$ cat src/rtl/w_buffer_loader.sv
// Weight buffer loader: reads packed weight words from BRAM and writes them,
// one weight per cycle and bank-major, into the per-column weight RAM banks.
module w_buffer_loader #(
   parameter int unsigned RAM_SIZE        = 1 << 8,
   parameter int unsigned ADDR_WIDTH      = $clog2(RAM_SIZE),
   parameter int unsigned ARRAY_M         = 8,
   parameter int unsigned WGT_WIDTH       = 8,
   parameter int unsigned BRAM_DATA_WIDTH = 32,
   parameter int unsigned BRAM_ADDR_WIDTH = 12
) (
   input  logic                       clk,
   input  logic                       reset,
   input  logic                       start,
   input  logic [$clog2(ARRAY_M):0]   num_cols,
   input  logic [ADDR_WIDTH:0]        depth,
   input  logic [BRAM_ADDR_WIDTH-1:0] src_base,
   input  logic [ADDR_WIDTH-1:0]      dst_base,
   output logic                       bram_en,
   output logic [BRAM_ADDR_WIDTH-1:0] bram_addr,
   input  logic [BRAM_DATA_WIDTH-1:0] bram_rdata,
   output logic [ADDR_WIDTH-1:0]      bram_to_ram_w_addr,
   output logic [ARRAY_M-1:0]         bram_to_ram_w_en,
   output logic [WGT_WIDTH-1:0]       bram_to_ram_w_data,
   output logic                       busy,
   output logic                       done
);

   localparam int unsigned WPW    = BRAM_DATA_WIDTH / WGT_WIDTH;
   localparam int unsigned NC_W   = $clog2(ARRAY_M) + 1;
   localparam int unsigned D_W    = ADDR_WIDTH + 1;
   localparam int unsigned N_W    = NC_W + D_W;
   localparam int unsigned LANE_W = (WPW > 1) ? $clog2(WPW) : 1;
   localparam int unsigned BANK_W = (ARRAY_M > 1) ? $clog2(ARRAY_M) : 1;

   typedef enum logic [2:0] {S_IDLE, S_READ, S_CAPTURE, S_WRITE, S_DONE} state_t;

   state_t                     state;
   logic [BRAM_DATA_WIDTH-1:0] word_q;
   logic [D_W-1:0]             depth_q;
   logic [ADDR_WIDTH-1:0]      dst_q;
   logic [N_W-1:0]             rem_q;
   logic [LANE_W-1:0]          lane_q;
   logic [BANK_W-1:0]          bank_q;
   logic [D_W-1:0]             off_q;

   logic [NC_W-1:0]            cols_eff;
   logic [N_W-1:0]             n_total;
   logic [LANE_W-1:0]          nxt_lane;
   logic                       lane_last;
   logic                       do_issue;
   logic [WGT_WIDTH-1:0]       issue_data;

   always_comb begin
      cols_eff  = (num_cols > NC_W'(ARRAY_M)) ? NC_W'(ARRAY_M) : num_cols;
      n_total   = N_W'(cols_eff) * N_W'(depth);
      nxt_lane  = lane_q + LANE_W'(1);
      lane_last = (lane_q == LANE_W'(WPW - 1));
      // rem_q counts elements not yet presented on the write port
      do_issue  = (state == S_CAPTURE) ||
                  ((state == S_WRITE) && (rem_q != '0) && !lane_last);
      if (state == S_CAPTURE)
         issue_data = bram_rdata[WGT_WIDTH-1:0];
      else
         issue_data = WGT_WIDTH'(word_q >> (WGT_WIDTH * int'(nxt_lane)));
   end

   always_ff @(posedge clk) begin
      if (reset) begin
         state              <= S_IDLE;
         bram_en            <= 1'b0;
         bram_addr          <= '0;
         bram_to_ram_w_addr <= '0;
         bram_to_ram_w_en   <= '0;
         bram_to_ram_w_data <= '0;
         busy               <= 1'b0;
         done               <= 1'b0;
         word_q             <= '0;
         depth_q            <= '0;
         dst_q              <= '0;
         rem_q              <= '0;
         lane_q             <= '0;
         bank_q             <= '0;
         off_q              <= '0;
      end else begin
         bram_to_ram_w_en <= '0;
         case (state)
            S_IDLE: begin
               done <= 1'b0;
               if (start) begin
                  depth_q <= depth;
                  dst_q   <= dst_base;
                  rem_q   <= n_total;
                  bank_q  <= '0;
                  off_q   <= '0;
                  if (n_total == '0) begin
                     done  <= 1'b1;
                     state <= S_DONE;
                  end else begin
                     bram_en   <= 1'b1;
                     bram_addr <= src_base;
                     busy      <= 1'b1;
                     state     <= S_READ;
                  end
               end
            end
            S_READ: begin
               bram_en <= 1'b0;
               state   <= S_CAPTURE;
            end
            S_CAPTURE: begin
               word_q <= bram_rdata;
               lane_q <= '0;
               state  <= S_WRITE;
            end
            S_WRITE: begin
               if (rem_q == '0) begin
                  busy  <= 1'b0;
                  done  <= 1'b1;
                  state <= S_DONE;
               end else if (lane_last) begin
                  bram_en   <= 1'b1;
                  bram_addr <= bram_addr + 1'b1;
                  state     <= S_READ;
               end else begin
                  lane_q <= nxt_lane;
               end
            end
            S_DONE: begin
               done  <= 1'b0;
               state <= S_IDLE;
            end
            default: state <= S_IDLE;
         endcase

         // lane 0 is issued straight from bram_rdata so the first write lands
         // the cycle after CAPTURE; later lanes come from the word register
         if (do_issue) begin
            bram_to_ram_w_en   <= ARRAY_M'(1) << bank_q;
            bram_to_ram_w_addr <= dst_q + off_q[ADDR_WIDTH-1:0];
            bram_to_ram_w_data <= issue_data;
            rem_q              <= rem_q - N_W'(1);
            if (off_q == depth_q - D_W'(1)) begin
               off_q  <= '0;
               bank_q <= bank_q + BANK_W'(1);
            end else begin
               off_q <= off_q + D_W'(1);
            end
         end
      end
   end

endmodule

$ cat config.mk
export PLATFORM = sky130hd
export DESIGN_NAME = w_buffer_loader
export DESIGN_NICKNAME = d
export VERILOG_FILES = /design/src/rtl/w_buffer_loader.sv
export SDC_FILE = /design/constraint.sdc
export NUM_CORES = 1
export LEC_CHECK = 0
export ABC_AREA = 1
export BUFFER_PORTS_ARGS = -buffer_cell sky130_fd_sc_hd__buf_2
export CAP_MARGIN = 20
export CORE_UTILIZATION = 54
export DETAILED_ROUTE_END_ITERATION = 7
export PLACE_DENSITY_LB_ADDON = 0.08
export SYNTH_ARGS = -nofsm -noshare
export SYNTH_HDL_FRONTEND = slang
export SYNTH_SLANG_ARGS = --single-unit
$ cat constraint.sdc
create_clock -name clk -period 4.2 [get_ports clk]
set_clock_uncertainty 0.05 [all_clocks]
set_input_delay 0.42 -clock clk [delete_from_list [all_inputs] [get_ports clk]]
set_output_delay 0.42 -clock clk [all_outputs]
set_load 0.02 [all_outputs]
# --- After elaboration in Yosys (flattened, before gate mapping) ---
# Cells that the tools add are included.
classes:
  addsub: 7
  multipliers: 1
  magnitude_cmp: 1
  eq_ne: 13
  shift: 2
  mux: 37
  bitwise_logic: 1
  reduce_logical: 23
op_table:
  columns: ["op", "n"]
  rows:
  - ["$mux W12", 4]
  - ["$mux W13", 3]
  - ["$mux W9", 4]
  - ["$shr A32 B5 Y8", 1]
  - ["$logic_not A13 Y1", 2]
  - ["$mux W3", 8]
  - ["$pmux W12 S2", 1]
  - ["$mul A4 B9 Y13", 1]
  - ["$reduce_bool A13 Y1", 1]
  - ["$sub A13 B1 Y13 const B", 1]
  - ["$add A12 B1 Y12 const B", 1]
  - ["$pmux W3 S4", 1]
  - ["$ne A2 B2 Y1 const B", 5]
  - ["$reduce_and A5 Y1", 2]
  - ["$add A9 B1 Y9 const B", 1]
  - ["$eq A9 B9 Y1", 1]
  - ["$sub A9 B1 Y9 const B", 1]
  - ["$add A8 B8 Y8", 1]
  - ["$mux W1", 8]
  - ["$mux W8", 1]
  - ["$reduce_and A2 Y1", 4]
  - ["$reduce_bool A2 Y1", 4]
  - ["$shl A1 B3 Y8 const A", 1]
  - ["$eq A3 B2 Y1 const B", 2]
  - ["other kinds (22)", 26]
totals:
  reg_bits: 118
  inputBits: 68
  out_inout_bits: 39
  wordCells: 100

# --- Depth between registers and ports, before layout ---
depth:
  depth_word: 7
  depth_mapped: 25
  mapped_depth_nobuf: 23

# --- Worst setup path after synthesis ---
# Ideal clock, no wire load.
synth_timing:
  kind: "input to register"
  start: "input port num_cols[3]"
  end: "register bram_addr[5]"
  setup_time_ns: 0.113
  arrival_ns: 3.635
  required_ns: 4.037
  setup_slack_ns: 0.402
  stages: 22
  path_buffers: 2
  path_cell_list: "buf_4 -> inv_2 -> nand2_1 -> inv_1 -> nand2_1 -> fa_1 -> fa_1 -> inv_1 -> fa_1 -> nor3_1 -> nand2_1 -> nor2_1 -> nand2_1 -> nor2_1 -> nand3_1 -> nor2_1 -> nand3_2 -> nand3_2 -> buf_4 -> nand2_1 -> nand2_1 -> nor2_1"
synth_via:
  elab_chain_cells: 6
synth_rtl:
  columns: ["element", "line", "rtl"]
  rows:
  - ["start, declared", "14", "input logic [$clog2(ARRAY_M):0] num_cols,"]
  - ["$gt A4 B4 Y1", "54", "cols_eff = (num_cols > NC_W'(ARRAY_M)) ? NC_W'(ARRAY_M) : num_cols;"]
  - ["$mux W4 (*)", "54", null]
  - ["$mul A4 B9 Y13 (*)", "55", "n_total = N_W'(cols_eff) * N_W'(depth);"]
  - ["$logic_not A13 Y1 (*)", "95", "if (n_total == '0) begin"]
  - ["$ne A2 B2 Y1 (no line) (*)", null, null]
  - ["$reduce_and A5 Y1 (no line) (*)", null, null]
  - ["end signal, assigned", "100", "bram_addr <= src_base;"]
  - ["end signal, assigned", "122", "bram_addr <= bram_addr + 1'b1;"]
  - ["end, declared", "19", "output logic [BRAM_ADDR_WIDTH-1:0] bram_addr,"]
# Mark *: on every way between the ends. The rest lies on a longest branch, timed or not.
# A chain may end at the register's enable or synchronous reset.

# --- Worst setup path after layout ---
layout_timing:
  start: "input port num_cols[3]"
  end: "register bram_addr[9]"
# Same word-level chain as after synthesis.

==> run metrics <==
leading cell types by total area after synthesis=dfxtp_1 (34%), nand2_1 (14%), o21ai_0 (7.1%); first-pass GRT wire length=around 27 mm; critical path's largest stage delay=~0.55 ns; leakage power of the design=0.003981 uW; Post-Layout Cell Count=1,313; switching power total=between 2000 and 2500 uW; chip height=116.2 um; pin slew with the least headroom to its limit=about 0.84 ns; final worst slack=0.3917 ns; per-instance average area after synthesis=~7 um2; final estimated routing congestion in global placement=a little over 0.9; Final #Nets=1,244; buffers inserted during post-CTS setup optimization=0; detailed-routing iteration count for the pre-antenna-repair pass=5; kind of launch point of the worst setup path=input pin; remaining design rule violation count=0; Clk pwr share=26.6%; clock input transition at the sequential cells of the worst setup and hold paths=0.06 ns; detailed-route vias per instance=between 5 and 6; number of top-level pins=about 110; normalized max-slew margin=a little over two fifths; cell count after synthesis=1,035; Clock Sinks=118; CP arrival=between 4 and 5 ns; number of diodes added for antenna fixing=0; initial antenna violation count=0; clock tree from TritonCTS=built; PwrDens=699.5 nW/um2; startpoint-to-endpoint class of the critical path=input pin to register; average wire length per cell after detail routing=about 12 um; core area=~13,000 um2; via total after detailed routing=between 6,000 and 7,000; Post-Layout Inst Area=8308 um2; antenna-violating nets left=0; number of gates given a new drive strength after cts=0; Detailed Route Iter0 Violations=around 430; HPWL after detailed placement=11.31 mm; post-placement setup slack=-0.007236 ns; required time at the endpoint of the critical path=about 4.5 ns; Sequential cell area=2362 um2; post-route clock period utilization=90.67%; number of cell rows=41; final setup vio count=0; Achievable Freq=0.2626 GHz; count of input and output buffers=between 100 and 150; fillcell total=about 1,200; run status=finished clean; placed instance count=between 1,000 and 1,500; buffer levels on the longest clock path=2; Hold/Removal Path Class=input pin to register; Placed Area=around 7700 um2; largest area contributor in the netlist=dfxtp_1; share of post-route cells with drive strength above 1=14.46%; Inserted Clock Buffers=17; setup repair after global routing missed its margin=false; overall track demand over capacity in global routing=between 20% and 30%; die width=~120 um; sequential element share of the synthesized area=between 30% and 40%; Reg power frac=around 31%; Largest delay share family, worst path=simple AND/OR/NAND/NOR gates; count of hold buffers inserted by post-cts repair=0; H-Tree Depth=4; combinational fraction of design power=between 40 and 50%; minimum clock period=roughly 3.8 ns; die area=approximately 14,000 um2; maximum vdd drop=0.0004143 V; via count of the first global-routing pass=between 5,000 and 6,000; critical path peak fanout=21; aggregate global routing overflow=0; total wire length=15.86 mm; number of library cell types mapped by synthesis=39; total power after layout=approximately 5800 uW; number of hold-slack violations in the final timing report=0; clock insertion delay at the later pin of the skew report=between 0.4 and 0.5 ns; max-slew violation total from the final report=0; layout overhead on the synthesized area=17.92%; cell with the largest stage delay on the worst path=fa_1; clock root cell=clkbuf_16; cell chain of the critical path=buf_2 -> inv_2 -> nand2_1 -> inv_1 -> nand2_1 -> fa_1 -> fa_1 -> inv_1 -> fa_1 -> inv_1 -> nand2_1 -> nand2_1 -> nand2_1 -> nor2_1 -> nand2_1 -> nor2_1 -> nand3_1 -> nor2_1 -> nand3_2 -> nand3_2 -> nand2_1 -> nand2_1 -> nor2_1; Yosys top cell area share=about a third; net count of the mapped netlist=between 1,000 and 1,500; maximum number of pins on one net before global-route repair=between 50 and 60; Critical Path Sink Type=register; post-synthesis instance area=between 7000 and 8000 um2; CP bufs+invs=5; Initial Util=55.60%; Int Pwr=roughly 3400 uW; max capacitance violation total=0; fraction of power spent switching nets=a little over two fifths; total number of yosys warnings=0; Seq cells post-synth=roughly 120; Most common cell on crit path=nand2_1; combined area of the multi-input logic cells=slightly above 4000 um2
[layout make-up]
type / instances / area share [%]
inverter: 122 / 5.512
tap: 172 / 2.590
clock inverter: 14 / 2.380
multi-input combinational: 756 / 48.78
timing repair buffer: 113 / 7.018
sequential: 118 / 28.43
clock buffer: 18 / 5.286
[sequential cells by signal, indices dropped and copies added, names as in the netlist, 2 cells and up]
register / cells
bram_to_ram_w_en: 8
bank_q: 3
state: 3
word_q: 32
bram_to_ram_w_addr: 8
bram_addr: 12
depth_q: 9
dst_q: 8
rem_q: 13
bram_to_ram_w_data: 8
off_q: 9
lane_q: 2
[worst paths after layout]
kind / from / end / slack [ns] / cells after the start
min: bram_rdata[24] / word_q[24]$_SDFFE_PP0P_ / 0.20 / 3
max reg2reg: rem_q[0]$_SDFFE_PP0P_ / rem_q[11]$_SDFFE_PP0P_ / 1.59 / 10
max: num_cols[3] / bram_addr[9]$_SDFFE_PP0P_ / 0.39 / 23
min reg2reg: word_q[9]$_SDFFE_PP0P_ / word_q[9]$_SDFFE_PP0P_ / 0.40 / 2
[kinds of logic after synthesis]
logic type	synth area share (%)
flops	33.53
xor+xnor	4.600
compound gates	15.15
buf+inv	8.986
simple gates	27.62
fa+ha+maj	10.12
[through the flow]
stage               utilization, %  setup TNS, ns  hold slack [ns]
finish                       65.57              0           0.1993
global route                 65.57              0           0.2072
CTS                          65.57              0           0.1961
detailed placement           60.54       -0.01433           0.3974
global placement             60.54              0           0.3923
floorplan                        -              0           0.3744
[power groups by stage]
stage / registers [uW] / clock network [uW] / logic, uW
floorplan: 1900 / 0 / 1810
global placement: 1790 / 0 / 2450
detailed placement: 1800 / 0 / 2480
CTS: 1780 / 1570 / 2500
global route: 1830 / 1620 / 2850
finish: 1780 / 1550 / 2480
[Yosys cell counts, drive strengths merged]
library cell and count:
or2 2, nand2 257, a21boi 2, a21oi 84
nor3 9, o21ai 100, nand4 11, dfxtp 118
nand3b 4, a211oi 1, nor4 2, a21o 1
buf 10, clkinv 3, inv 119, o31ai 2
xnor2 15, a31oi 12, nand3 44, nor2 137
xor2 22, o211ai 2, o21a 1, ha 33
fa 15, clkbuf 29
[routing by layer]
layer  wire length (um)  part of all wire (%)  global-route usage [%]
met1               7893                    50                   32.61
met2               7295                    46                   40.95
met3                545                   3.4                   4.826
met4                121                  0.76                   7.778
met5                  0                     0                       0
[worst min-delay path, cell delays in order]
cell and delay (ns):
buf_2 0.07, o21ai_0 0.07, nor2_1 0.08
[cells in the final DEF (no fill, tap or decap), types with 3 or more instances in the layout]
| cell type | count |
|---|---|
| nand2_1 | 253 |
| nor2_1 | 133 |
| dfxtp_1 | 118 |
| inv_1 | 115 |
| buf_2 | 106 |
| o21ai_0 | 100 |
| a21oi_1 | 83 |
| nand3_1 | 42 |
| ha_1 | 33 |
| xor2_1 | 22 |
| clkbuf_16 | 17 |
| xnor2_1 | 15 |
| fa_1 | 15 |
| a31oi_1 | 12 |
| nand4_1 | 11 |
| nor3_1 | 7 |
| buf_4 | 7 |
| inv_2 | 5 |
| nand3b_1 | 4 |
| bufinv_16 | 4 |
| clkinv_4 | 3 |
| inv_6 | 3 |
Power figures use the tool's default switching activity.
